### config.mk
export PLATFORM = sky130hd
export DESIGN_NAME = exe_forward_alu
export DESIGN_NICKNAME = d
export VERILOG_FILES = /design/src/rtl/exe_forward_alu.sv
export SDC_FILE = /design/constraint.sdc
export NUM_CORES = 1
export LEC_CHECK = 0
export BUFFER_PORTS_ARGS = -buffer_cell sky130_fd_sc_hd__buf_2
export CAP_MARGIN = 20
export CORE_MARGIN = 2
export CORE_UTILIZATION = 50
export CTS_CLUSTER_SIZE = 30
export DETAILED_ROUTE_END_ITERATION = 8
export PLACE_DENSITY_LB_ADDON = 0.12
export SLEW_MARGIN = 5
export SYNTH_ARGS = -nofsm -noshare
export SYNTH_HDL_FRONTEND = slang
export SYNTH_SLANG_ARGS = --single-unit
export TNS_END_PERCENT = 20
### constraint.sdc
create_clock -name clk -period 8.5 [get_ports clk]
set_input_delay 1.7 -clock clk [delete_from_list [all_inputs] [get_ports clk]]
set_output_delay 1.7 -clock clk [all_outputs]
set_load 0.01 [all_outputs]
### src/rtl/exe_forward_alu.sv
// -----------------------------------------------------------------------------
// exe_forward_alu -- execute stage of the 5-stage pipeline.
//
// Resolves forwarding for ALU operand 1, ALU operand 2 and the store data.
// Each path has its own 3-way selector. The stage computes the ALU operation
// chosen by EXE_CMD on the forwarded operands. The ALU result and the
// forwarded store value are registered into the EXE/MEM boundary, so the
// latency is one cycle and one operation is accepted every cycle.
//
// Ports
//   clk           in   rising-edge clock
//   rst           in   synchronous, active-high reset (clears both outputs)
//   EXE_CMD       in   ALU operation code
//   val1_sel      in   forwarding select, operand 1 (00/11 own, 01 MEM, 10 WB)
//   val2_sel      in   forwarding select, operand 2
//   ST_val_sel    in   forwarding select, store data
//   val1          in   register-file operand 1
//   val2          in   register-file / immediate operand 2
//   ALU_res_MEM   in   ALU result currently held in the MEM stage
//   result_WB     in   write-back value currently in the WB stage
//   ST_value_in   in   store data from the register file
//   SLLAmount     in   unsigned 8-bit shift amount
//   ALUResult     out  registered ALU result
//   ST_value_out  out  registered forwarded store data
// -----------------------------------------------------------------------------

// One forwarding selector. The three paths are identical, so this module is
// instantiated once per path.
module exe_forward_mux #(
    parameter int WORD_LEN     = 32,
    parameter int FORW_SEL_LEN = 2
) (
    input  logic [FORW_SEL_LEN-1:0] sel_i,
    input  logic [WORD_LEN-1:0]     own_i,
    input  logic [WORD_LEN-1:0]     mem_i,
    input  logic [WORD_LEN-1:0]     wb_i,
    output logic [WORD_LEN-1:0]     val_o
);
    localparam logic [FORW_SEL_LEN-1:0] SEL_MEM = FORW_SEL_LEN'(2'b01);
    localparam logic [FORW_SEL_LEN-1:0] SEL_WB  = FORW_SEL_LEN'(2'b10);

    // Code 11 is unused by the hazard unit and falls back to the own input.
    always_comb begin
        val_o = own_i;
        if (sel_i == SEL_MEM) begin
            val_o = mem_i;
        end else if (sel_i == SEL_WB) begin
            val_o = wb_i;
        end
    end
endmodule

module exe_forward_alu #(
    parameter int WORD_LEN     = 32,
    parameter int FORW_SEL_LEN = 2,
    parameter int EXE_CMD_LEN  = 4
) (
    input  logic                    clk,
    input  logic                    rst,
    input  logic [EXE_CMD_LEN-1:0]  EXE_CMD,
    input  logic [FORW_SEL_LEN-1:0] val1_sel,
    input  logic [FORW_SEL_LEN-1:0] val2_sel,
    input  logic [FORW_SEL_LEN-1:0] ST_val_sel,
    input  logic [WORD_LEN-1:0]     val1,
    input  logic [WORD_LEN-1:0]     val2,
    input  logic [WORD_LEN-1:0]     ALU_res_MEM,
    input  logic [WORD_LEN-1:0]     result_WB,
    input  logic [WORD_LEN-1:0]     ST_value_in,
    input  logic [7:0]              SLLAmount,
    output logic [WORD_LEN-1:0]     ALUResult,
    output logic [WORD_LEN-1:0]     ST_value_out
);
    // Path indices into the packed selector arrays.
    localparam int NUM_PATHS = 3;
    localparam int P_A  = 0;
    localparam int P_B  = 1;
    localparam int P_ST = 2;

    localparam logic [EXE_CMD_LEN-1:0] CMD_ADD = EXE_CMD_LEN'(4'b0000);
    localparam logic [EXE_CMD_LEN-1:0] CMD_SUB = EXE_CMD_LEN'(4'b0010);
    localparam logic [EXE_CMD_LEN-1:0] CMD_AND = EXE_CMD_LEN'(4'b0100);
    localparam logic [EXE_CMD_LEN-1:0] CMD_OR  = EXE_CMD_LEN'(4'b0101);
    localparam logic [EXE_CMD_LEN-1:0] CMD_NOR = EXE_CMD_LEN'(4'b0110);
    localparam logic [EXE_CMD_LEN-1:0] CMD_XOR = EXE_CMD_LEN'(4'b0111);
    localparam logic [EXE_CMD_LEN-1:0] CMD_SLL = EXE_CMD_LEN'(4'b1000);
    localparam logic [EXE_CMD_LEN-1:0] CMD_SRA = EXE_CMD_LEN'(4'b1001);
    localparam logic [EXE_CMD_LEN-1:0] CMD_SRL = EXE_CMD_LEN'(4'b1010);
    localparam logic [EXE_CMD_LEN-1:0] CMD_SLT = EXE_CMD_LEN'(4'b1011);

    // ---------------------------------------------------------------------
    // Forwarding: one selector instance per path
    // ---------------------------------------------------------------------
    logic [NUM_PATHS-1:0][FORW_SEL_LEN-1:0] path_sel;
    logic [NUM_PATHS-1:0][WORD_LEN-1:0]     path_own;
    logic [NUM_PATHS-1:0][WORD_LEN-1:0]     path_fwd;

    assign path_sel[P_A]  = val1_sel;
    assign path_sel[P_B]  = val2_sel;
    assign path_sel[P_ST] = ST_val_sel;
    assign path_own[P_A]  = val1;
    assign path_own[P_B]  = val2;
    assign path_own[P_ST] = ST_value_in;

    for (genvar p = 0; p < NUM_PATHS; p++) begin : g_fwd
        exe_forward_mux #(
            .WORD_LEN     (WORD_LEN),
            .FORW_SEL_LEN (FORW_SEL_LEN)
        ) u_mux (
            .sel_i (path_sel[p]),
            .own_i (path_own[p]),
            .mem_i (ALU_res_MEM),
            .wb_i  (result_WB),
            .val_o (path_fwd[p])
        );
    end

    logic [WORD_LEN-1:0] op_a;
    logic [WORD_LEN-1:0] op_b;
    assign op_a = path_fwd[P_A];
    assign op_b = path_fwd[P_B];

    // ---------------------------------------------------------------------
    // Shifter
    // ---------------------------------------------------------------------
    // The amount is a full 8-bit unsigned value. Amounts of WORD_LEN and
    // above are saturated explicitly so the result never depends on how
    // a tool treats an oversized shift.
    logic                sh_big;
    logic [WORD_LEN-1:0] sll_res;
    logic [WORD_LEN-1:0] srl_res;
    logic [WORD_LEN-1:0] sra_res;

    assign sh_big = (int'(SLLAmount) >= WORD_LEN);

    always_comb begin
        sll_res = '0;
        srl_res = '0;
        sra_res = {WORD_LEN{op_a[WORD_LEN-1]}};
        if (!sh_big) begin
            sll_res = op_a << SLLAmount;
            srl_res = op_a >> SLLAmount;
            sra_res = WORD_LEN'($signed(op_a) >>> SLLAmount);
        end
    end

    // ---------------------------------------------------------------------
    // ALU
    // ---------------------------------------------------------------------
    logic                slt_bit;
    logic [WORD_LEN-1:0] alu_res;

    assign slt_bit = ($signed(op_a) < $signed(op_b));

    // NOP and every undefined code produce zero.
    always_comb begin
        alu_res = '0;
        case (EXE_CMD)
            CMD_ADD: alu_res = op_a + op_b;
            CMD_SUB: alu_res = op_a - op_b;
            CMD_AND: alu_res = op_a & op_b;
            CMD_OR:  alu_res = op_a | op_b;
            CMD_NOR: alu_res = ~(op_a | op_b);
            CMD_XOR: alu_res = op_a ^ op_b;
            CMD_SLL: alu_res = sll_res;
            CMD_SRA: alu_res = sra_res;
            CMD_SRL: alu_res = srl_res;
            CMD_SLT: alu_res = {{(WORD_LEN-1){1'b0}}, slt_bit};
            default: alu_res = '0;
        endcase
    end

    // ---------------------------------------------------------------------
    // EXE/MEM boundary registers
    // ---------------------------------------------------------------------
    logic [WORD_LEN-1:0] alu_q, alu_d;
    logic [WORD_LEN-1:0] st_q,  st_d;

    // The store data bypasses the ALU. It only passes through its forwarding
    // selector.
    assign alu_d = alu_res;
    assign st_d  = path_fwd[P_ST];

    always_ff @(posedge clk) begin
        if (rst) begin
            alu_q <= '0;
            st_q  <= '0;
        end else begin
            alu_q <= alu_d;
            st_q  <= st_d;
        end
    end

    assign ALUResult    = alu_q;
    assign ST_value_out = st_q;
endmodule

# Word level (Yosys, flattened, before mapping)
# Index checks and enable logic that the tools add are counted.
# op_classes
mux	10
magnitude_cmp	2
n_shift	3
bitwise_logic	4
n_reduce_logical	1
n_eq_ne	15
addsub	2
# ops
cell	count
$pmux W32 S10	1
$mux W32	9
$add A32 B32 Y32	1
$and A32 B32 Y32	1
$lt A32 B32 Y1	1
$not A32 Y32	1
$or A32 B32 Y32	1
$shl A32 B8 Y32	1
$shr A32 B8 Y32	1
$sshr A32 B8 Y32	1
$sub A32 B32 Y32	1
$xor A32 B32 Y32	1
$eq A4 B3 Y1 const B	4
$eq A4 B4 Y1 const B	4
$ge A8 B6 Y1 const B	1
$eq A2 B1 Y1 const B	3
$eq A2 B2 Y1 const B	3
$eq A4 B2 Y1 const B	1
$logic_not A4 Y1	1
# word_totals
output_inout_bits	64
inputBits	180
regBits	64
word_cells	39

# Depth between registers and ports, before layout
# logic_depth
depth_word	6
ltp_mapped	18

# By module
# A second synthesis with hierarchy kept.
# hier_totals
hier_cells	1995
area_unflattened_um2	15606.2
# by_module_without_submodules
mod	cells_each	area_per_inst_um2	instances
exe_forward_alu	1674	12359.4	1
exe_forward_mux	107	1082.3	3

# Worst setup path after synthesis
# OpenSTA, ideal clock, no wires.
# synth_timing
kind	input-to-reg
from	in val2_sel[1]
to	reg alu_q[24] (netlist: ALUResult[24])
setup_ps	132
path_buffers	3
arrival_time_ps	5301
t_required_ps	8368
stages	16
setup_slack_ps	3067
cell_sequence	clkbuf_1 buf_1 mux2_2 o21a_1 ha_1 clkbuf_1 nor2_1 a211oi_1 o21bai_1 o311a_1 a21oi_1 or3_1 a21o_1 mux2_2 a221oi_1 a21oi_1
# synth_between
elab_chain_len	6
# synth_rtl
element	line_no	text
from (decl)	62	input logic [FORW_SEL_LEN-1:0] val2_sel,
$eq A2 B2 Y1	47	end else if (sel_i == SEL_WB) begin
$mux W32	47	
$mux W32 (*)	45	if (sel_i == SEL_MEM) begin
parallel branches: the longest is 2 deep, another holds $sub A32 B32 Y32	-	
$pmux W32 S10 (*)	157	case (EXE_CMD)
to (signal assigned)	188	alu_q <= alu_d;
to (decl)	175	logic [WORD_LEN-1:0] alu_q, alu_d;
# Every way passes the cells marked *.
# A chain may end at the register's enable or synchronous reset.

# Final worst setup path
# layout_timing
from	in val1_sel[0]
to	reg alu_q[25] (netlist: ALUResult[25])
# layout_between
elab_chain_len	6
# layout_rtl
element	line_no	text
from (decl)	61	input logic [FORW_SEL_LEN-1:0] val1_sel,
$eq A2 B2 Y1	47	
$mux W32	47	
$mux W32 (*)	45	
parallel branches: the longest is 2 deep, another holds $sub A32 B32 Y32	-	
$pmux W32 S10 (*)	157	
# Marked as above.

==> impl_metrics.csv <==
group,metric,value,unit
clocking,post_cts_buffers,0,
synthesis,synth-seq-area-share,8.784,%
timing,rsz0062_at_grt,"no",
route,antenna_left,0,
floorplan,dieArea,30560,µm²
synthesis,syn-mean-instance-area,7.315,µm²
placed_design,post-place-ws,1.959,ns
timing,finalSetupViolations,0,
critical_path,cp.arrival,6.41,ns
synthesis,synth_ff_type,"dfxtp_1",
synthesis,syn_area,14590,µm²
route,first_pass_iters,6,
route,route.detailed.drc,0,
synthesis,synthCells,1994,
worst_hold_path,hp-start,"ST_value_in[27]",
power_and_ir_drop,pwr_density_cell,124.9,nW/µm²
synthesis,synth_cell_types,79,
global_route,grt_use_total,45.74,%
global_route,grt_pass1_wl,105200,µm
timing,setup_tns,0,ns
synthesis,yosysMostFrequentCell,"nand2_1",
timing,finalCritPeriodShare,72.77,%
critical_path,critPathLaunch,"val1_sel[0]",
synthesis,async_flop_share,0,%
clocking,cts-root-buf,"clkbuf_16",
floorplan,rows,62,
synthesis,yosys_warnings,0,
global_route,antenna_found_initial,2,
placed_design,hpwl,54670,µm
layout,drive_above_1_share,20.52,%
critical_path,crit_family,"compound AO/OA/AOI/OAI gates",
worst_hold_path,min_path_type,"in -> reg",
timing,slew_violations,0,
synthesis,post_synth_main_area_contributors,"mux2i_1 (14%), dfxtp_1 (8.8%), ha_1 (8.7%), mux4_2 (6.5%), nand2_1 (5.3%)",
timing,fmax,161.7,MHz
clocking,cts_sinks,64,
critical_path,crit_slowest_cell,"buf_4",
global_route,grt.overflow.total,0,
floorplan,initial_core_util,50.82,%
route,viasPerCell,6.990,
clocking,ctsResizeCount,0,
floorplan,die_h,174.8,µm
global_route,grt_max_degree,97,
critical_path,slowest_delay,0.72,ns
critical_path,crit_fanout,65,
route,wl_per_cell,28.39,µm
floorplan,die_w,174.8,µm
synthesis,syn-num-nets,2278,
critical_path,crit_chain,"buf_4 > mux2_2 > mux2_2 > ha_1 > a211oi_1 > o21ai_0 > a41oi_1 > o41ai_1 > a31oi_1 > o21bai_1 > a31oi_1 > xnor2_1 > a211oi_1 > o22ai_1",
power_and_ir_drop,power_leakage,7.225,nW
timing,setup_ws,2.314,ns
power_and_ir_drop,power,2.027,mW
clocking,clk_path_buf_depth,2,
timing,tightest_slew,1.219,ns
timing,hold-worst-slack,1.678,ns
route,drtIter0Drc,2550,
flow_run,cap_violations,0,
synthesis,synth-edff-count,0,
layout,fillers,2825,
timing,slew_headroom,16.40,%
status,status,"finished, final reports clean",
clocking,path_clk_slew,0.06,ns
route,drt_wl_total,71280,µm
placed_design,gp_congestion,1.085,
floorplan,core,28700,µm²
synthesis,synth_top_area_share,13.86,%
timing,fin_crit,6.186,ns
synthesis,synthTopCellsByCount,"nand2_1 (205), mux2i_1 (202), nor2_1 (170), a21oi_1 (139), clkbuf_1 (128)",
synthesis,yosysTopAreaCell,"mux2i_1",
clocking,cts_hold_buf,0,
critical_path,criticalPathCategory,"in -> reg",
layout,fin_area,16230,µm²
route,num_vias,17550,
placed_design,port_buffers,243,
layout,area_growth,11.25,%
clocking,cts_tree,"built",
critical_path,crit_buf_inv,1,
synthesis,synth-seq-cells,64,
timing,finalHoldViolations,0,
clocking,cts-buffers-inserted,9,
global_route,grt_pass1_vias,16320,
critical_path,end_kind,"register",
clocking,cts.htree.levels,3,
critical_path,required,8.73,ns
floorplan,ios,244,
power_and_ir_drop,max-vdd-ir-drop,0.09281,mV
critical_path,worst_setup_path_start_kind,"input port",
placed_design,placed_area,15900,µm²
layout,nNetsFinal,2404,
metrics by stage:
| step | utilization, % | std cells |
|---|---|---|
| 2_1_floorplan | - | 1994 |
| 3_3_place_gp | 55.40 | 2490 |
| 3_5_place_dp | 55.40 | 2490 |
| 4_1_cts | 56.33 | 2506 |
| 5_1_grt | 56.53 | 2510 |
| 6_report | 56.54 | 2511 |
placed cells by master, fill, tap and decap left out, drive strengths merged, types with 12 or more instances in the layout:
master,count
ha,102
o21a,43
a21o,17
a211oi,93
a21oi,139
xnor2,23
nand2b,13
o211ai,27
mux4,45
o22ai,20
nand2,205
o21bai,14
nor2,170
a31oi,37
clkbuf,12
a221oi,17
dfxtp,64
mux2,55
inv,111
o21ai,109
nor3,32
nor2b,41
buf,293
and3,13
mux2i,207
nand3,36
final timing paths:
check          endpoint  cells past startpoint
max       ALUResult[25]                     14
min    ST_value_out[27]                      3
report_power, final:
group	internal, mW	total (mW)	switching (mW)
clock network	0.203	0.367	0.163
logic	0.481	1.33	0.851
registers	0.321	0.328	0.00643
total	1.01	2.03	1.02
kinds of logic (layout without fill, tap and decap cells):
| group | Yosys count | in the layout | share of synthesized area [%] |
|---|---|---|---|
| buffers and inverters | 292 | 423 | 8.149 |
| other | 0 | 2 | 0 |
| AND/OR/NAND/NOR | 556 | 556 | 16.99 |
| AO/OA/AOI/OAI | 643 | 643 | 29.71 |
| adder cells (fa/ha/maj) | 104 | 104 | 9.024 |
| flip-flops | 64 | 64 | 8.784 |
| multiplexers | 307 | 307 | 25.66 |
| XOR/XNOR | 28 | 28 | 1.681 |
routing by layer:
metal / part of all wire (%) / global-route usage (%) / up-vias
met5: 0 / 0 / -
met4: 6.9 / 26.32 / 0
met3: 11 / 10.94 / 262
met2: 43 / 70.49 / 1280
met1: 39 / 58.35 / 8396
li1: - / - / 7613
registers in the layout, indices dropped and copies added (netlist names):
signal / count
ALUResult: 32
ST_value_out: 32
cell type report:
cell class | instances | area [µm²] | share of cell area, %
Antenna cell | 2 | 5.005 | 0.03084
Clock buffer | 12 | 246.5 | 1.519
Timing Repair Buffer | 293 | 1629 | 10.04
Tap cell | 384 | 480.5 | 2.961
Sequential cell | 64 | 1281 | 7.895
Inverter | 114 | 427.9 | 2.637
Multi-Input combinational cell | 1638 | 12140 | 74.80
Clock inverter | 4 | 20.02 | 0.1234
No activity file was read; power rests on OpenSTA's default activity.
